**config.mk**
```make
export PLATFORM = sky130hd
export DESIGN_NAME = cartoon_gen
export DESIGN_NICKNAME = d
export VERILOG_FILES = /design/src/rtl/cartoon_gen.sv
export SDC_FILE = /design/constraint.sdc
export NUM_CORES = 1
export LEC_CHECK = 0
export BUFFER_PORTS_ARGS = -buffer_cell sky130_fd_sc_hd__buf_2
export CAP_MARGIN = 20
export CORE_MARGIN = 3
export CORE_UTILIZATION = 60
export CTS_BUF_LIST = sky130_fd_sc_hd__clkbuf_4 sky130_fd_sc_hd__clkbuf_8
export CTS_CLUSTER_SIZE = 20
export DETAILED_ROUTE_END_ITERATION = 10
export PLACE_DENSITY_LB_ADDON = 0.12
export SYNTH_ARGS = -nofsm -noshare
export SYNTH_HDL_FRONTEND = slang
export SYNTH_SLANG_ARGS = --single-unit
```
**constraint.sdc**
```tcl
create_clock -name clock_25MHz -period 3.65 [get_ports clock_25MHz]
set_input_delay 0.5475 -clock clock_25MHz [delete_from_list [all_inputs] [get_ports clock_25MHz]]
set_output_delay 0.5475 -clock clock_25MHz [all_outputs]
set_load 0.02 [all_outputs]
```
**src/rtl/cartoon_gen.sv**
```systemverilog
// cartoon_gen: draws a bouncing cartoon face with blinking eyes.
// The face square moves STEP pixels per axis once per frame and bounces
// off the 640x480 visible area. The eyes open and close on a frame-tick timer.
// Colour output is registered. It appears one cycle after the pixel
// coordinates that produced it.
module cartoon_gen #(
  parameter int SIZE         = 32,
  parameter int STEP         = 2,
  parameter int BLINK_OPEN   = 120,
  parameter int BLINK_CLOSED = 8,
  parameter int X0           = 100,
  parameter int Y0           = 50
) (
  input  logic       clock_25MHz,
  input  logic       reset,
  input  logic [9:0] pixel_row,
  input  logic [9:0] pixel_col,
  input  logic       freeze,
  output logic       red,
  output logic       green,
  output logic       blue
);

  typedef enum logic {
    OPEN   = 1'b0,
    CLOSED = 1'b1
  } blink_t;

  // Motion arithmetic uses 11 bits, so x+STEP+SIZE never wraps.
  localparam logic [10:0] SIZE11      = 11'(SIZE);
  localparam logic [10:0] STEP11      = 11'(STEP);
  localparam logic [10:0] X_LIMIT     = 11'd640;
  localparam logic [10:0] Y_LIMIT     = 11'd480;
  localparam logic [7:0]  OPEN_LAST   = 8'(BLINK_OPEN - 1);
  localparam logic [7:0]  CLOSED_LAST = 8'(BLINK_CLOSED - 1);

  // Face position, travel direction (0 = right/down), and blink state.
  logic [9:0] x;
  logic [9:0] y;
  logic       dir_x;
  logic       dir_y;
  blink_t     blink_state;
  logic [7:0] blink_cnt;
  logic       eyes_closed;

  // Frame-tick detection: one pulse on entry to (480, 0).
  logic       at_tick_pos;
  logic       prev_at;
  logic       tick;
  logic       advance;

  assign at_tick_pos = (pixel_row == 10'd480) && (pixel_col == 10'd0);
  assign tick        = at_tick_pos && !prev_at;
  assign advance     = tick && !freeze;
  assign eyes_closed = (blink_state == CLOSED);

  // Remember whether the previous cycle was already at (480, 0).
  always_ff @(posedge clock_25MHz) begin
    if (reset) begin
      prev_at <= 1'b0;
    end else begin
      prev_at <= at_tick_pos;
    end
  end

  // Next position and direction per axis, computed in 11-bit space.
  logic [10:0] x_ext;
  logic [10:0] y_ext;
  logic [9:0]  x_next;
  logic [9:0]  y_next;
  logic        dir_x_next;
  logic        dir_y_next;

  assign x_ext = {1'b0, x};
  assign y_ext = {1'b0, y};

  // Horizontal bounce: clamp at the right edge or at column 0, and reverse.
  always_comb begin
    x_next     = x;
    dir_x_next = dir_x;
    if (!dir_x) begin
      if (x_ext + STEP11 + SIZE11 > X_LIMIT) begin
        x_next     = 10'(X_LIMIT - SIZE11);
        dir_x_next = 1'b1;
      end else begin
        x_next = 10'(x_ext + STEP11);
      end
    end else begin
      if (x_ext < STEP11) begin
        x_next     = 10'd0;
        dir_x_next = 1'b0;
      end else begin
        x_next = 10'(x_ext - STEP11);
      end
    end
  end

  // Vertical bounce: same rule as horizontal, with a 480-row limit.
  always_comb begin
    y_next     = y;
    dir_y_next = dir_y;
    if (!dir_y) begin
      if (y_ext + STEP11 + SIZE11 > Y_LIMIT) begin
        y_next     = 10'(Y_LIMIT - SIZE11);
        dir_y_next = 1'b1;
      end else begin
        y_next = 10'(y_ext + STEP11);
      end
    end else begin
      if (y_ext < STEP11) begin
        y_next     = 10'd0;
        dir_y_next = 1'b0;
      end else begin
        y_next = 10'(y_ext - STEP11);
      end
    end
  end

  // Update position once per unfrozen frame tick.
  always_ff @(posedge clock_25MHz) begin
    if (reset) begin
      x     <= 10'(X0);
      y     <= 10'(Y0);
      dir_x <= 1'b0;
      dir_y <= 1'b0;
    end else if (advance) begin
      x     <= x_next;
      y     <= y_next;
      dir_x <= dir_x_next;
      dir_y <= dir_y_next;
    end
  end

  // Blink FSM: count frame ticks in each state, then swap states.
  always_ff @(posedge clock_25MHz) begin
    if (reset) begin
      blink_state <= OPEN;
      blink_cnt   <= 8'd0;
    end else if (advance) begin
      case (blink_state)
        OPEN: begin
          if (blink_cnt == OPEN_LAST) begin
            blink_state <= CLOSED;
            blink_cnt   <= 8'd0;
          end else begin
            blink_cnt <= blink_cnt + 8'd1;
          end
        end
        CLOSED: begin
          if (blink_cnt == CLOSED_LAST) begin
            blink_state <= OPEN;
            blink_cnt   <= 8'd0;
          end else begin
            blink_cnt <= blink_cnt + 8'd1;
          end
        end
        default: begin
          blink_state <= OPEN;
          blink_cnt   <= 8'd0;
        end
      endcase
    end
  end

  // Pixel classification relative to the face's current top-left corner.
  logic [10:0] row_ext;
  logic [10:0] col_ext;
  logic [10:0] dr;
  logic [10:0] dc;
  logic        off_screen;
  logic        in_face;
  logic        eye;
  logic        mouth;
  logic [2:0]  rgb_next;

  assign row_ext    = {1'b0, pixel_row};
  assign col_ext    = {1'b0, pixel_col};
  assign dr         = row_ext - y_ext;
  assign dc         = col_ext - x_ext;
  assign off_screen = (pixel_row > 10'd479) || (pixel_col > 10'd639);
  assign in_face    = (row_ext >= y_ext) && (row_ext < y_ext + SIZE11) &&
                      (col_ext >= x_ext) && (col_ext < x_ext + SIZE11);
  assign eye        = (dr >= 11'd8) && (dr <= 11'd11) &&
                      (((dc >= 11'd8) && (dc <= 11'd11)) ||
                       ((dc >= 11'd20) && (dc <= 11'd23)));
  assign mouth      = (dr >= 11'd22) && (dr <= 11'd23) &&
                      (dc >= 11'd8) && (dc <= 11'd23);

  // Colour priority: off-screen, background, eyes, mouth, face.
  // Closed eyes show only a single dark line on row 10.
  always_comb begin
    rgb_next = 3'b110;
    if (off_screen) begin
      rgb_next = 3'b000;
    end else if (!in_face) begin
      rgb_next = 3'b001;
    end else if (eye) begin
      if (!eyes_closed || (dr == 11'd10)) begin
        rgb_next = 3'b000;
      end else begin
        rgb_next = 3'b110;
      end
    end else if (mouth) begin
      rgb_next = 3'b100;
    end else begin
      rgb_next = 3'b110;
    end
  end

  // Register the colour so it is aligned one cycle after its pixel.
  always_ff @(posedge clock_25MHz) begin
    if (reset) begin
      red   <= 1'b0;
      green <= 1'b0;
      blue  <= 1'b0;
    end else begin
      red   <= rgb_next[2];
      green <= rgb_next[1];
      blue  <= rgb_next[0];
    end
  end

endmodule

```
# --- Word level (Yosys, flattened, before mapping) ---
# Index checks and enable logic that the tools add are counted.
word_totals:
  output_inout_bits: 3
  wordCells: 89
  in_bits: 23
  regBits: 35
classes:
  eq_ne: 4
  n_addsub: 11
  n_reduce_logical: 22
  n_bitwise: 2
  magnitude_cmp: 18
  muxes: 22
op_table:
  columns: ["cell", "n"]
  rows:
  - ["$mux W10", 6]
  - ["$add A10 B2 Y11 const B", 2]
  - ["$add A10 B6 Y11 const B", 2]
  - ["$add A11 B6 Y11 const B", 2]
  - ["$ge A11 B4 Y1 const B", 2]
  - ["$ge A11 B5 Y1 const B", 2]
  - ["$le A11 B4 Y1 const B", 2]
  - ["$le A11 B5 Y1 const B", 2]
  - ["$lt A10 B11 Y1", 2]
  - ["$sub A10 B10 Y11", 2]
  - ["$ge A10 B10 Y1", 2]
  - ["$lt A10 B2 Y1 const B", 2]
  - ["$sub A10 B2 Y10 const B", 2]
  - ["$mux W8", 2]
  - ["$pmux W8 S2", 1]
  - ["$logic_and A1 B1 Y1", 13]
  - ["$eq A11 B4 Y1 const B", 1]
  - ["$gt A11 B10 Y1 const B", 1]
  - ["$gt A11 B9 Y1 const B", 1]
  - ["$eq A10 B9 Y1 const B", 1]
  - ["$gt A10 B10 Y1 const B", 1]
  - ["$gt A10 B9 Y1 const B", 1]
  - ["$logic_not A10 Y1", 1]
  - ["$mux W1", 9]
  - ["11 further kinds", 17]

# --- Depth between registers and ports, before layout ---
# Gate-level depths: netlist of the first run.
logic_depth:
  ltp_word: 8
  ltp_mapped: 12
  mapped_depth_nobuf: 12

# --- Worst setup path before layout of the first run ---
# Ideal clock, no wire load.
synth_path:
  path_kind: "register -> register"
  from: "register y[1]"
  to: "register y[8]"
  path_buffers: 0
  setup_ps: 120
  period_less_slack_ps: 2688
  slack_ps: 962
  stages_incl_launch_ff: 13
  required_time_ps: 3530
  t_arrival_ps: 2569
  path_cell_list: "dfxtp_1 -> ha_1 -> nand3_1 -> xnor2_1 -> inv_1 -> ha_1 -> nand3b_1 -> nor3_1 -> a21oi_1 -> and4_1 -> o221ai_4 -> a21oi_1 -> o31a_1"
synth_via:
  elab_chain_cells: 5
synth_rtl:
  columns: ["element", "line_no", "rtl"]
  rows:
  - ["from (decl)", "39", "logic [9:0] y;"]
  - ["from (signal assigned)", "123", "y <= 10'(Y0);"]
  - ["from (signal assigned)", "128", "y <= y_next;"]
  - ["$add A10 B2 Y11", "107", "y_next = 10'(y_ext + STEP11);"]
  - ["$add A11 B6 Y11", "103", "if (y_ext + STEP11 + SIZE11 > Y_LIMIT) begin"]
  - ["$gt A11 B9 Y1", "103", null]
  - ["$mux W10", "103", null]
  - ["$mux W10 (*)", "102", "if (!dir_y) begin"]
# Mark *: on every way between the ends. The rest lies on a longest branch, timed or not.
# A chain may end at the register's enable or synchronous reset.

# --- Final worst setup path of the first run ---
# Same ends and word-level chain as after synthesis.

==> results_dict.tcl, run 1 <==
set metrics [dict create \
    globalRouteTotalUtil 0.2992 \
    synth_seq_cells 33 \
    crit_type "reg2reg" \
    clkLatencyLatePin_ns 0.30 \
    layout.nets 588 \
    die-width_um 85.79 \
    powerDensity_nw_per_um2 201.0 \
    p_int_uw 561.8 \
    max-cap-violations 0 \
    vias 3992 \
    p_switching_uw 252.6 \
    antenna_found_initial 0 \
    drv_slew 0 \
    cts_tree "built" \
    crit_path_cell_trace "ha_1 > nand3_1 > xnor2_1 > inv_1 > ha_1 > nand3b_1 > nor3_1 > a21oi_1 > and4_1 > o221ai_4 > a21oi_1 > o31a_1" \
    synth_edf_count 0 \
    status "completed" \
    seq_power_share 0.445 \
    worstPathArrival_ns 3.35 \
    synth.largest_area_cell "dfxtp_1" \
    seq_area_frac_synth 0.1729 \
    path_clk_slew_ns 0.08 \
    overflow 0 \
    async_flop_share 0 \
    synth_ff_type "dfxtp_1" \
    gp_congestion 0.9978 \
    worst_path_largest_cell_delay_ns 0.54 \
    grt_pass1_vias 3830 \
    setup_viol 0 \
    ant_nets 0 \
    timing.final.ws_setup_ns 0.4921 \
    min_period_ns 3.158 \
    slew_headroom 0.5320 \
    ir_drop_v 0.0001898 \
    core-area_um2 6026 \
    antenna_cells 0 \
    dr.pass1.iters 7 \
    place_ws_ns 0.5731 \
    drive_gt1_frac 0.1050 \
    yosysWarnings 0 \
    synthTopCellsByArea "dfxtp_1 (17%), ha_1 (13%), xnor2_1 (5.7%), a21oi_1 (5.6%), o21ai_0 (3.9%)" \
    io_pins 26 \
    cts_root_buf "clkbuf_8" \
    worstPathRequired_ns 3.84 \
    cts_buffers 5 \
    fillCellCount 543 \
    rsz0062_at_grt "no" \
    max_clock_freq_mhz 316.7 \
    start_util 0.6339 \
    area_growth_pct 6.092 \
    setup_tns_ns 0 \
    synth_cell_types 68 \
    cp_max_fo 10 \
    wl_per_cell_um 17.44 \
    drc 0 \
    crit_slowest_cell "dfxtp_1" \
    synth_top_area_share 0.1729 \
    worst_pin_slew_ns 0.6989 \
    combPwrFrac 0.204 \
    rows 28 \
    cts_setup_buffers 0 \
    clock_skew_ns 0.01567 \
    clock-sinks 33 \
    vias_per_cell 6.664 \
    h-tree-depth 2 \
    holdWs_ns 0.4906 \
    grt_max_degree 29 \
    critPathLaunchType "flip-flop" \
    port_buffers 25 \
    cp_top_family "compound AO/OA/AOI/OAI gates" \
    cts_buffer_depth 2 \
    fin_util 0.6726 \
    chipHeight_um 85.79 \
    grt_pass1_wl_mm 17.98 \
    first_iter_violations 330 \
    clockPowerShare 0.350 \
    wirelength_mm 10.45 \
    end_kind "flip-flop" \
    dpl.hpwl_mm 8.139 \
    die_area_um2 7360 \
    worst_hold_path_type "reg2reg" \
    hold_violations 0 \
    cts_resized 0 \
    syn_nets 574 \
    leakagePower_uw 0.001552 \
    fin_cells 599 \
    dp.cells 591 \
    cts_hold_buf 0 \
    critPathBufInv 1 \
    syn_area_per_cell_um2 7.505 \
    finalCritPeriodShare 0.8652 \
    netlist_instances 509 \
    synth_area_um2 3820 \
    swShare 0.3101 \
]
-- cell usage in the layout (no fill, tap or decap), types with 11 or more instances in the layout --
cell / n
nor2_1: 33
a31oi_1: 11
inv_1: 35
a21oi_1: 43
nor4_1: 13
nand3_1: 16
buf_2: 25
nand4_1: 15
or3_1: 12
nand2_1: 31
xnor2_1: 25
ha_1: 40
dfxtp_1: 33
o21ai_0: 30
nor3_1: 17
-- tightest hold or removal path: stages, from the launching register on --
cell and delay [ns]:
dfxtp_1 0.33, nand2_1 0.06, a21oi_1 0.05
-- final timing paths --
check,from,end,slack [ns],depth (start not counted)
setup reg to reg,y[1],y[8],0.49,12
hold reg to reg,blink_cnt[1],blink_cnt[1],0.49,2
setup / recovery,y[1],y[8],0.49,12
hold / removal,blink_cnt[1],blink_cnt[1],0.49,2
-- cells by family (layout without fill, tap and decap cells) --
kind of cell | count (synthesis) | count (layout) | share of synthesized area
other cells | 2 | 2 | 0.001966
buf+inv | 59 | 74 | 0.06682
xor+xnor | 32 | 32 | 0.07337
compound gates | 158 | 158 | 0.2804
flops | 33 | 33 | 0.1729
mux | 1 | 1 | 0.002620
simple gates | 182 | 182 | 0.2604
fa+ha+maj | 42 | 42 | 0.1415
-- cells in the mapped netlist, drive strengths merged (2+ instances only) --
cell      n
or2       3
or4       6
a221oi    3
fa        2
a211oi    6
o311a     2
inv      35
nor2b     5
o22ai     2
a211o     5
and4      4
nand2b    5
o211ai    4
nand2    32
clkbuf   13
a21o      7
a311oi    2
nor3b     2
o21a      7
a31o      3
nand3b    2
or3      12
and2      3
o31a      3
a31oi    11
o21ai    32
ha       40
nor4     16
a21oi    43
conb      2
buf      11
nand4    15
o21bai    2
o31ai     7
o41ai     3
dfxtp    33
o221ai    3
nor2     33
nor4b     2
xor2      7
nor3     17
xnor2    25
nand3    16
and3      6
o2bb2ai   2
-- power by group through the flow --
stage	clock network, µW	logic [µW]	registers (µW)
after floorplan	0	110	372
after global placement	0	160	371
after detailed placement	0	163	371
after CTS	291	164	363
after global routing	307	184	363
final	285	166	363
-- per-layer routing --
metal | track usage | vias to the layer above | share of wire
met4 | 0.1525 | 0 | 0.042
met1 | 0.3824 | 1846 | 0.43
li1 | - | 1943 | -
met2 | 0.4894 | 165 | 0.46
met3 | 0.04323 | 38 | 0.063
met5 | 0 | - | 0
-- registers in the layout, summed over array words and instances (netlist names) --
register	flops
blink_cnt	8
blink_state	1
blue	1
dir_x	1
dir_y	1
green	1
prev_at	1
red	1
x	9
y	9
-- through the flow --
stage | cell area (µm²) | total power, µW
5_1_grt | 4053 | 853.2
3_5_place_dp | 3966 | 533.8
4_1_cts | 4053 | 817.1
3_3_place_gp | 3966 | 530.6
2_1_floorplan | 3820 | 482.0
6_report | 4053 | 814.4
-- cell type report --
cell class	count	area, µm²	area share
clock buffer	5	68.82	0.01698
clock inverter	3	17.52	0.004322
inverter	35	131.4	0.03242
multi-input combinational	417	2910	0.7181
sequential	33	660.6	0.1630
tap	75	93.84	0.02316
timing repair buffer	31	170.2	0.04199
No activity file was read; power rests on OpenSTA's default activity.
==> run 2, diff against run 1 <==
--- a/config.mk
+++ b/config.mk
@@ -8,7 +8,7 @@
 export BUFFER_PORTS_ARGS = -buffer_cell sky130_fd_sc_hd__buf_2
 export CAP_MARGIN = 20
 export CORE_MARGIN = 3
-export CORE_UTILIZATION = 60
+export CORE_UTILIZATION = 33
 export CTS_BUF_LIST = sky130_fd_sc_hd__clkbuf_4 sky130_fd_sc_hd__clkbuf_8
 export CTS_CLUSTER_SIZE = 20
 export DETAILED_ROUTE_END_ITERATION = 10
==> results_dict.tcl, run 2 (synthesized netlist as in run 1, its figures left out) <==
set metrics [dict create \
    hold_end "blink_cnt[1]" \
    critPathBufInv 1 \
    io_pins 26 \
    fin_util 0.3732 \
    swShare 0.3124 \
    antenna_cells 0 \
    cts_tree "built" \
    worst_hold_path_type "reg2reg" \
    h-tree-depth 2 \
    cts_setup_buffers 0 \
    port_buffers 25 \
    vias_per_cell 5.878 \
    rows 38 \
    hold_violations 0 \
    place_ws_ns 0.5807 \
    wl_met1_mm 5.509 \
    seq_power_share 0.442 \
    antenna_found_initial 0 \
    chipHeight_um 113.6 \
    timing.rr.start "y[1]" \
    critPathLaunchType "flip-flop" \
    core-area_um2 11080 \
    timing.final.ws_setup_ns 0.5337 \
    start_util 0.3448 \
    die_area_um2 12900 \
    cts_buffers 5 \
    hp-start "blink_cnt[1]" \
    area_growth_pct 8.221 \
    gp_congestion 0.8749 \
    drive_gt1_frac 0.1050 \
    crit_slowest_cell "dfxtp_1" \
    cts_root_buf "clkbuf_8" \
    grt_max_degree 29 \
    r2r_cells 12 \
    cp_top_family "compound AO/OA/AOI/OAI gates" \
    max-cap-violations 0 \
    finalCritPeriodShare 0.8538 \
    cts_resized 0 \
    worst_pin_slew_ns 0.6206 \
    combPwrFrac 0.203 \
    p_switching_uw 258.5 \
    rsz0062_at_grt "no" \
    drc 0 \
    worstReg2RegEnd "y[8]" \
    clock-sinks 33 \
    grt_pass1_wl_mm 18.86 \
    ir_drop_v 0.0001190 \
    highest_layer "met4" \
    setup_viol 0 \
    die-width_um 113.6 \
    leakagePower_uw 0.001555 \
    clkLatencyLatePin_ns 0.30 \
    wl_met3_um 537 \
    grt_pass1_vias 3648 \
    slew_headroom 0.5862 \
    clock_skew_ns 0.007515 \
    final_common_cell "a21oi_1" \
    worstPathRequired_ns 3.83 \
    status "completed" \
    vias 3903 \
    worst_path_largest_cell_delay_ns 0.54 \
    rrSetupSlack_ns 0.53 \
    wl_per_cell_um 17.73 \
    cp_max_fo 10 \
    cts_buffer_depth 2 \
    worstPathArrival_ns 3.30 \
    path_clk_slew_ns 0.08 \
    crit_type "reg2reg" \
    p_int_uw 569.1 \
    routed-wl-met2_mm 5.512 \
    dr.pass1.iters 5 \
    overflow 0 \
    first_iter_violations 293 \
    layout.nets 588 \
    powerDensity_nw_per_um2 200.2 \
    holdPathStages 2 \
    wirelength_mm 11.77 \
    dpl.hpwl_mm 9.147 \
    largestRegisters "x (9), y (9), blink_cnt (8)" \
    clockPowerShare 0.355 \
    ant_nets 0 \
    max_clock_freq_mhz 320.9 \
    end_kind "flip-flop" \
    layout_common_cells "a21oi_1 (43), ha_1 (40), inv_1 (35)" \
    setup_tns_ns 0 \
    drv_slew 0 \
    min_period_ns 3.116 \
    globalRouteTotalUtil 0.1809 \
    crit_path_cell_trace "ha_1 > nand3_1 > xnor2_1 > inv_1 > ha_1 > nand3b_1 > nor3_1 > a21oi_1 > and4_1 > o221ai_4 > a21oi_1 > o31a_1" \
    cts_hold_buf 0 \
]
-- run 2: worst reg2reg max path, stage by stage (launching register included) --
cell	delay (ns)
dfxtp_1	0.54
ha_1	0.31
nand3_1	0.14
xnor2_1	0.39
inv_1	0.09
ha_1	0.28
nand3b_1	0.09
nor3_1	0.19
a21oi_1	0.09
and4_1	0.22
o221ai_4	0.26
a21oi_1	0.11
o31a_1	0.29
-- run 2: cell type report --
class                      count  area, µm²
sequential                    33      660.6
multi-input combinational    417       2910
timing repair buffer          31      170.2
fill                        1207       6944
clock inverter                 2      10.01
inverter                      35      131.4
clock buffer                   6      76.32
tap                          140      175.2
-- run 2: routing by layer --
layer / global-route usage / vias to the layer above
met1: 0.2459 / 1858
met5: 0 / -
met4: 0.04728 / 0
met2: 0.2976 / 96
li1: - / 1930
met3: 0.02971 / 19
-- run 2: how the worst max path moves through the flow --
stage	start	to	cells past startpoint
6_report	y[1]	y[8]	12
5_1_grt	y[1]	y[8]	12
4_1_cts	y[1]	y[8]	12
3_5_place_dp	y[1]	y[8]	12
3_3_place_gp	y[1]	y[8]	12
2_1_floorplan	y[1]	y[8]	12
-- run 2: per-stage QoR --
step / total power [µW] / hold WS (ns) / cells / instance area [µm²]
final: 827.6 / 0.5005 / 664 / 4134
after global routing: 870.9 / 0.5249 / 664 / 4134
after CTS: 833.3 / 0.4986 / 664 / 4134
after detailed placement: 538.4 / 0.4878 / 656 / 4048
after global placement: 538.0 / 0.4834 / 656 / 4048
after floorplan: 482.0 / 0.4619 / 509 / 3820
-- run 2: power by group through the flow --
stage	Sequential [µW]	Clock, µW	Combinational (µW)
floorplan	372	0	110
global placement	374	0	164
detailed placement	374	0	164
CTS	366	302	166
global route	366	318	187
finish	366	294	168
